$ cat config.mk
export PLATFORM = sky130hd
export DESIGN_NAME = aes_key_expand_seq
export DESIGN_NICKNAME = d
export VERILOG_FILES = /design/src/rtl/aes_pkg.sv /design/src/rtl/aes_key_expand_seq_word_gen.sv /design/src/rtl/aes_rcon.sv /design/src/rtl/aes_sbox.sv /design/src/rtl/aes_key_expand_seq.sv
export SDC_FILE = /design/constraint.sdc
export NUM_CORES = 2
export LEC_CHECK = 0
export ABC_AREA = 0
export CORE_UTILIZATION = 57
export DETAILED_ROUTE_END_ITERATION = 6
export PLACE_DENSITY = 0.72
export SYNTH_ARGS = -nofsm -noshare
export SYNTH_HDL_FRONTEND = slang
export SYNTH_HIERARCHICAL = 1
export SYNTH_SLANG_ARGS = --single-unit
$ cat constraint.sdc
create_clock -name clk -period 23.6 [get_ports clk]
set_input_delay 3.54 -clock clk [delete_from_list [all_inputs] [get_ports clk]]
set_output_delay 3.54 -clock clk [all_outputs]
set_load 0.02 [all_outputs]
$ cat src/rtl/aes_pkg.sv
// aes_pkg: mode encodings, FSM states and sizing helpers for the AES key schedule
package aes_pkg;
  localparam logic [1:0] MODE_128 = 2'd0;
  localparam logic [1:0] MODE_192 = 2'd1;
  localparam logic [1:0] MODE_256 = 2'd2;
  localparam logic [1:0] MODE_RSV = 2'd3;
  localparam int TBL_DEPTH_MAX = 60;
  typedef enum logic [1:0] {ST_IDLE, ST_LOAD, ST_GEN, ST_DONE} state_t;
  function automatic int tbl_depth(int max_nk);
    return 4 * (max_nk + 7);
  endfunction
  function automatic logic [3:0] mode_nk(logic [1:0] mode);
    return mode == MODE_128 ? 4'd4 : mode == MODE_192 ? 4'd6 : mode == MODE_256 ? 4'd8 : 4'd0;
  endfunction
  function automatic logic [3:0] mode_nr(logic [1:0] mode);
    return mode_nk(mode) + 4'd6;
  endfunction
endpackage

$ cat src/rtl/aes_key_expand_seq_word_gen.sv
// aes_key_word_gen: next key-schedule word from w[i-1], w[i-Nk] and the step type
module aes_key_word_gen (
  input  logic [31:0] w_prev,
  input  logic [31:0] w_back,
  input  logic [31:0] rcon,
  input  logic        rot_sub,
  input  logic        sub_only,
  output logic [31:0] w_next
);
  logic [31:0] s_in, s_out;
  assign s_in = rot_sub ? {w_prev[23:0], w_prev[31:24]} : w_prev;
  for (genvar b = 0; b < 4; b++) begin : g_sb
    aes_sbox u_sbox (.a(s_in[8*b +: 8]), .q(s_out[8*b +: 8]));
  end
  assign w_next = w_back ^ (rot_sub ? s_out ^ rcon : sub_only ? s_out : w_prev);
endmodule

$ cat src/rtl/aes_rcon.sv
// aes_rcon: round constant word for a 1-based rcon index
module aes_rcon (
  input  logic [3:0]  rnd,
  output logic [31:0] rcon
);
  localparam logic [0:15][7:0] RC = 128'h00010204_08102040_801b3600_00000000;
  assign rcon = {RC[rnd], 24'h0};
endmodule

$ cat src/rtl/aes_sbox.sv
// aes_sbox: AES forward S-box lookup
module aes_sbox (
  input  logic [7:0] a,
  output logic [7:0] q
);
  localparam logic [0:255][7:0] SB = {
    128'h637c777bf26b6fc53001672bfed7ab76, 128'hca82c97dfa5947f0add4a2af9ca472c0,
    128'hb7fd9326363ff7cc34a5e5f171d83115, 128'h04c723c31896059a071280e2eb27b275,
    128'h09832c1a1b6e5aa0523bd6b329e32f84, 128'h53d100ed20fcb15b6acbbe394a4c58cf,
    128'hd0efaafb434d338545f9027f503c9fa8, 128'h51a3408f929d38f5bcb6da2110fff3d2,
    128'hcd0c13ec5f974417c4a77e3d645d1973, 128'h60814fdc222a908846eeb814de5e0bdb,
    128'he0323a0a4906245cc2d3ac629195e479, 128'he7c8376d8dd54ea96c56f4ea657aae08,
    128'hba78252e1ca6b4c6e8dd741f4bbd8b8a, 128'h703eb5664803f60e613557b986c11d9e,
    128'he1f8981169d98e949b1e87e9ce5528df, 128'h8ca1890dbfe6426841992d0fb054bb16};
  assign q = SB[a];
endmodule

$ cat src/rtl/aes_key_expand_seq.sv
// aes_key_expand_seq: one-word-per-cycle AES-128/192/256 key expansion into a readable round-key table
module aes_key_expand_seq
  import aes_pkg::*;
#(
  parameter int MAX_NK = 8
) (
  input  logic         clk,
  input  logic         rst_n,
  input  logic         ip_start,
  input  logic [1:0]   ip_mode,
  input  logic [255:0] ip_key,
  input  logic [3:0]   ip_rd_rnd,
  output logic         op_busy,
  output logic         op_ready,
  output logic         op_err,
  output logic [3:0]   op_nr,
  output logic [127:0] op_rkey
);
  localparam int DEPTH = tbl_depth(MAX_NK);
  localparam logic [3:0] MAX_NK_L = 4'(MAX_NK);
  state_t state, state_nx;
  logic [3:0] nk, nr, nk_m1, rc_idx, start_nk;
  logic [2:0] wrap;
  logic [5:0] idx, last, rd_base;
  logic [255:0] key;
  logic [31:0] tbl [DEPTH];
  logic [31:0] rcon, w_next;
  logic idle, legal, start_ok, start_bad, err;
  assign start_nk = mode_nk(ip_mode);
  assign idle = state == ST_IDLE || state == ST_DONE;
  assign legal = ip_mode != MODE_RSV && start_nk <= MAX_NK_L;
  assign start_ok = idle && ip_start && legal;
  assign start_bad = idle && ip_start && !legal;
  assign nk_m1 = nk - 4'd1;
  assign last = {nr, 2'b11};
  always_comb begin
    state_nx = start_ok ? ST_LOAD :
               state == ST_LOAD ? ST_GEN :
               (state == ST_GEN && idx == last) ? ST_DONE : state;
  end
  always_ff @(posedge clk) begin
    if (!rst_n) begin
      state <= ST_IDLE;
      nk    <= '0;
      nr    <= '0;
      err   <= 1'b0;
    end else begin
      state <= state_nx;
      err   <= start_bad;
      if (start_ok) begin
        nk <= start_nk;
        nr <= mode_nr(ip_mode);
      end
    end
  end
  // Datapath needs no reset: nothing here is visible until state reaches DONE.
  always_ff @(posedge clk) begin
    if (start_ok) key <= ip_key;
    if (state == ST_LOAD) begin
      idx    <= {2'b00, nk};
      wrap   <= '0;
      rc_idx <= 4'd1;
      for (int k = 0; k < 8; k++)
        if (4'(k) < nk) tbl[6'(k)] <= key[255 - 32*k -: 32];
    end else if (state == ST_GEN) begin
      idx       <= idx + 6'd1;
      wrap      <= {1'b0, wrap} == nk_m1 ? 3'd0 : wrap + 3'd1;
      rc_idx    <= rc_idx + {3'd0, wrap == 3'd0};
      tbl[idx]  <= w_next;
    end
  end
  aes_rcon u_rcon (.rnd(rc_idx), .rcon(rcon));
  aes_key_word_gen u_gen (
    .w_prev  (tbl[idx - 6'd1]),
    .w_back  (tbl[idx - {2'b00, nk}]),
    .rcon    (rcon),
    .rot_sub (wrap == 3'd0),
    .sub_only(nk == 4'd8 && wrap == 3'd4),
    .w_next  (w_next)
  );
  assign rd_base  = {ip_rd_rnd, 2'b00};
  assign op_busy  = state == ST_LOAD || state == ST_GEN;
  assign op_ready = state == ST_DONE;
  assign op_err   = err;
  assign op_nr    = nr;
  assign op_rkey  = (op_ready && ip_rd_rnd <= nr) ?
                    {tbl[rd_base], tbl[rd_base | 6'd1], tbl[rd_base | 6'd2], tbl[rd_base | 6'd3]} : '0;
endmodule

==> results.py <==
metrics = {
    "yosys": {
        "netlist_instances": 8620,
        "syn-cell-area_um2": 139000,
        "yosys.cell_types.count": 100,
        "synth_edf_count": 2308,
        "ys_async_sr_fraction": 0,
        "synth_area_per_cell_um2": 16.1,
        "yosysSeqAreaShare": 0.501,
        "synth_seq_cells": 2326,
        "dominantRegCellSynth": "edfxtp_1",
        "yosys_warnings": 6,
    },
    "route": {
        "routed_wl_mm": 560,
        "wl_per_cell_um": 46.3,
        "antenna_left": 0,
        "drt_iter0_drc": 22400,
        "vias": 102000,
        "drc_errors": 19,
        "vias_per_cell": 8.42,
        "drt-pass1-iter-count": 7,
    },
    "die": {
        "rows": 180,
        "die_w_um": 496,
        "die_h_um": 496,
        "die_area_um2": 246000,
        "io_pins": 400,
        "core_area_um2": 242000,
        "initial_core_util": 0.576,
    },
    "timing": {
        "rsz0062_at_grt": "false",
        "slew_viol_final": 14,
        "worst_slew_pin_slew_ps": 1640,
        "final_hold_viol_count": 0,
        "finClkSkew_ps": 39.1,
        "setup_tns_ps": 0,
        "layout_min_cycle_time_ps": 12330,
        "maxSlewHeadroom": -0.0969,
        "setup_viol": 0,
        "period_share": 0.522,
        "fmax_mhz": 81.1,
    },
    "cts": {
        "post_cts_resized": 0,
        "cts_tree": "built",
        "hold_buffers": 0,
        "clk_latency_ps": 920,
        "cts_setup_buffers": 0,
        "clk_path_buf_depth": 3,
        "cts_buffers": 224,
        "root_buffer": "clkbuf_16",
        "htreeDepth": 4,
        "clkTransAtPathRegs_ps": 70,
        "cts.sinks": 2326,
    },
    "grt": {
        "gr-total-overflow": 0,
        "antenna_found_initial": 46,
        "grt_max_degree": 156,
        "grt_usage": 0.453,
        "grt_pass1_vias": 95000,
        "grt_pass1_wl_mm": 768,
    },
    "worst_setup_path": {
        "crit_required_ps": 24370,
        "crit_start": "idx[1]$_DFFE_PP_",
        "rr_startpoint": "idx[1]$_DFFE_PP_",
        "arrival_ps": 13100,
        "r2r_setup_slack_ps": 11270,
        "path_class": "register to register",
        "start_kind": "register",
        "crit_path_end": "tbl[4][27]$_DFFE_PP_",
        "end_kind": "register",
        "r2r-end": "tbl[4][27]$_DFFE_PP_",
        "reg2regPathDepth": 26,
        "critPathMaxFanout": 89,
    },
    "finish": {
        "final-seq-area_um2": 69700,
        "final_nets": 9005,
        "layout_common_cells": "edfxtp_1, mux4_2, clkdlybuf4s50_1, mux2_2, mux2i_1",
        "final_common_cell": "edfxtp_1",
        "multiInputGateArea_um2": 65900,
        "fill_cells": 16800,
        "drive_above_1_share": 0.333,
        "syn2layout_area_growth_pct": 10.5,
    },
    "placement": {
        "place_congestion": 1.03,
        "dp_hpwl_mm": 353,
        "port_buffers": 398,
    },
    "status": {
        "outcome": "finished, violations left",
        "violations": "design-rule violations, max-capacitance violations, max-slew violations",
    },
    "hold_path": {
        "hp-class": "register to register",
    },
    "run": {
        "max-cap-violations": 2,
    },
}
## routing by layer
layer / wire (um) / GRT usage / part of all wire
met5: 636 / 0.0125 / 0.0011
met4: 42300 / 0.283 / 0.076
met3: 113000 / 0.256 / 0.20
met2: 227000 / 0.604 / 0.41
met1: 177000 / 0.567 / 0.32
## area by class of cell
type | instances | share of cell area
flip-flops and latches | 2326 | 0.453
multi-input cells | 5367 | 0.429
repair buffers | 667 | 0.0403
clock buffers | 272 | 0.0378
well taps | 3185 | 0.0259
clock inverters | 149 | 0.0118
inverters | 71 | 0.00177
diodes | 41 | 0.000668
## flip-flops by register name, indices dropped and copies added, names as in the netlist
register / count
tbl: 2048
nk: 3
wrap: 3
key: 256
op_nr: 3
op_err: 1
idx: 6
rc_idx: 4
state: 2
## cell usage after synthesis (15+ instances only)
library cell / count / share of area
o311ai_0: 28 / 0.0018
edfxtp_1: 2308 / 0.50
buf_1: 42 / 0.0011
inv_1: 59 / 0.0016
and2_1: 30 / 0.0013
o211ai_1: 144 / 0.0078
nor4_1: 25 / 0.0011
xor2_1: 42 / 0.0026
clkbuf_1: 298 / 0.0080
mux4_2: 1691 / 0.27
nand2b_1: 63 / 0.0028
o21ai_1: 82 / 0.0030
xnor2_1: 40 / 0.0025
buf_4: 169 / 0.0091
o22ai_1: 50 / 0.0022
nand2_1: 222 / 0.0060
o2111ai_1: 17 / 0.0011
a31oi_1: 57 / 0.0026
o41ai_1: 16 / 0.0010
nand3_1: 221 / 0.0080
nand4_1: 81 / 0.0036
and2b_1: 15 / 0.00081
buf_6: 34 / 0.0028
a21oi_1: 268 / 0.0096
nor2b_1: 203 / 0.0091
nor3_1: 109 / 0.0039
dfxtp_1: 18 / 0.0026
o311ai_1: 28 / 0.0018
a211oi_1: 82 / 0.0044
a21oi_2: 30 / 0.0019
a311oi_1: 42 / 0.0026
a221oi_1: 42 / 0.0026
mux2_2: 376 / 0.030
o31ai_1: 30 / 0.0016
a22oi_1: 132 / 0.0071
mux2i_1: 311 / 0.022
a211oi_2: 30 / 0.0027
ha_1: 82 / 0.0074
a21o_1: 37 / 0.0020
buf_2: 327 / 0.012
nor2_1: 228 / 0.0062
o21ai_0: 203 / 0.0073
a311o_1: 20 / 0.0014
## how the worst min path moves through the flow
stage	start	endpoint	slack [ps]	cells past startpoint
2_1_floorplan	wrap[1]$_SDFFE_PP0P_	wrap[1]$_SDFFE_PP0P_	480	2
3_3_place_gp	wrap[1]$_SDFFE_PP0P_	wrap[1]$_SDFFE_PP0P_	500	2
3_5_place_dp	wrap[1]$_SDFFE_PP0P_	wrap[1]$_SDFFE_PP0P_	510	2
4_1_cts	wrap[1]$_SDFFE_PP0P_	wrap[1]$_SDFFE_PP0P_	520	2
5_1_grt	wrap[1]$_SDFFE_PP0P_	wrap[1]$_SDFFE_PP0P_	550	2
6_report	wrap[1]$_SDFFE_PP0P_	wrap[1]$_SDFFE_PP0P_	520	2
## worst max-delay path, stage by stage (launching register included)
cell      delay (ps)
edfxtp_1         730
inv_1            250
ha_4             880
buf_4            800
buf_4            870
buf_12           570
buf_4            800
mux4_2           380
mux2i_1           70
nand2_1          120
o211ai_1         160
a22oi_1          290
buf_4            300
mux2_2           640
inv_1            310
ha_1             790
nand2b_1         630
o21ai_0          160
o21ai_1          300
a221oi_1         150
a211oi_1         490
a21oi_1          170
xnor2_1          190
a21oi_2          630
xor2_4           170
buf_4            480
mux2_2           280
## stage by stage
step / instances / util / instance area (um^2) / hold WS, ps / setup slack (ps)
6_report: 12100 / 0.636 / 154000 / 517 / 11270
5_1_grt: 12000 / 0.636 / 154000 / 547 / 10670
2_1_floorplan: 8643 / - / 139000 / 479 / 5830
4_1_cts: 12000 / 0.636 / 154000 / 519 / 11250
3_3_place_gp: 11600 / 0.604 / 146000 / 505 / 11300
3_5_place_dp: 11600 / 0.604 / 146000 / 510 / 11270
## logic make-up (layout without fill, tap and decap cells)
logic type,Yosys count,in the layout,synth area share
AOI/OAI and AO/OA,1482,1482,0.0742
xor gates and xnor gates,85,85,0.00551
adders and majority gates,83,83,0.00752
buffers and inverters,950,1159,0.0355
DFF,2326,2326,0.501
muxes,2382,2382,0.327
other,2,66,0.0000540
and+or+nand+nor,1310,1310,0.0493
Power is left out: the tool's default activity adds up to more than one toggle a clock period on the data nets, which glitch-free logic cannot reach.
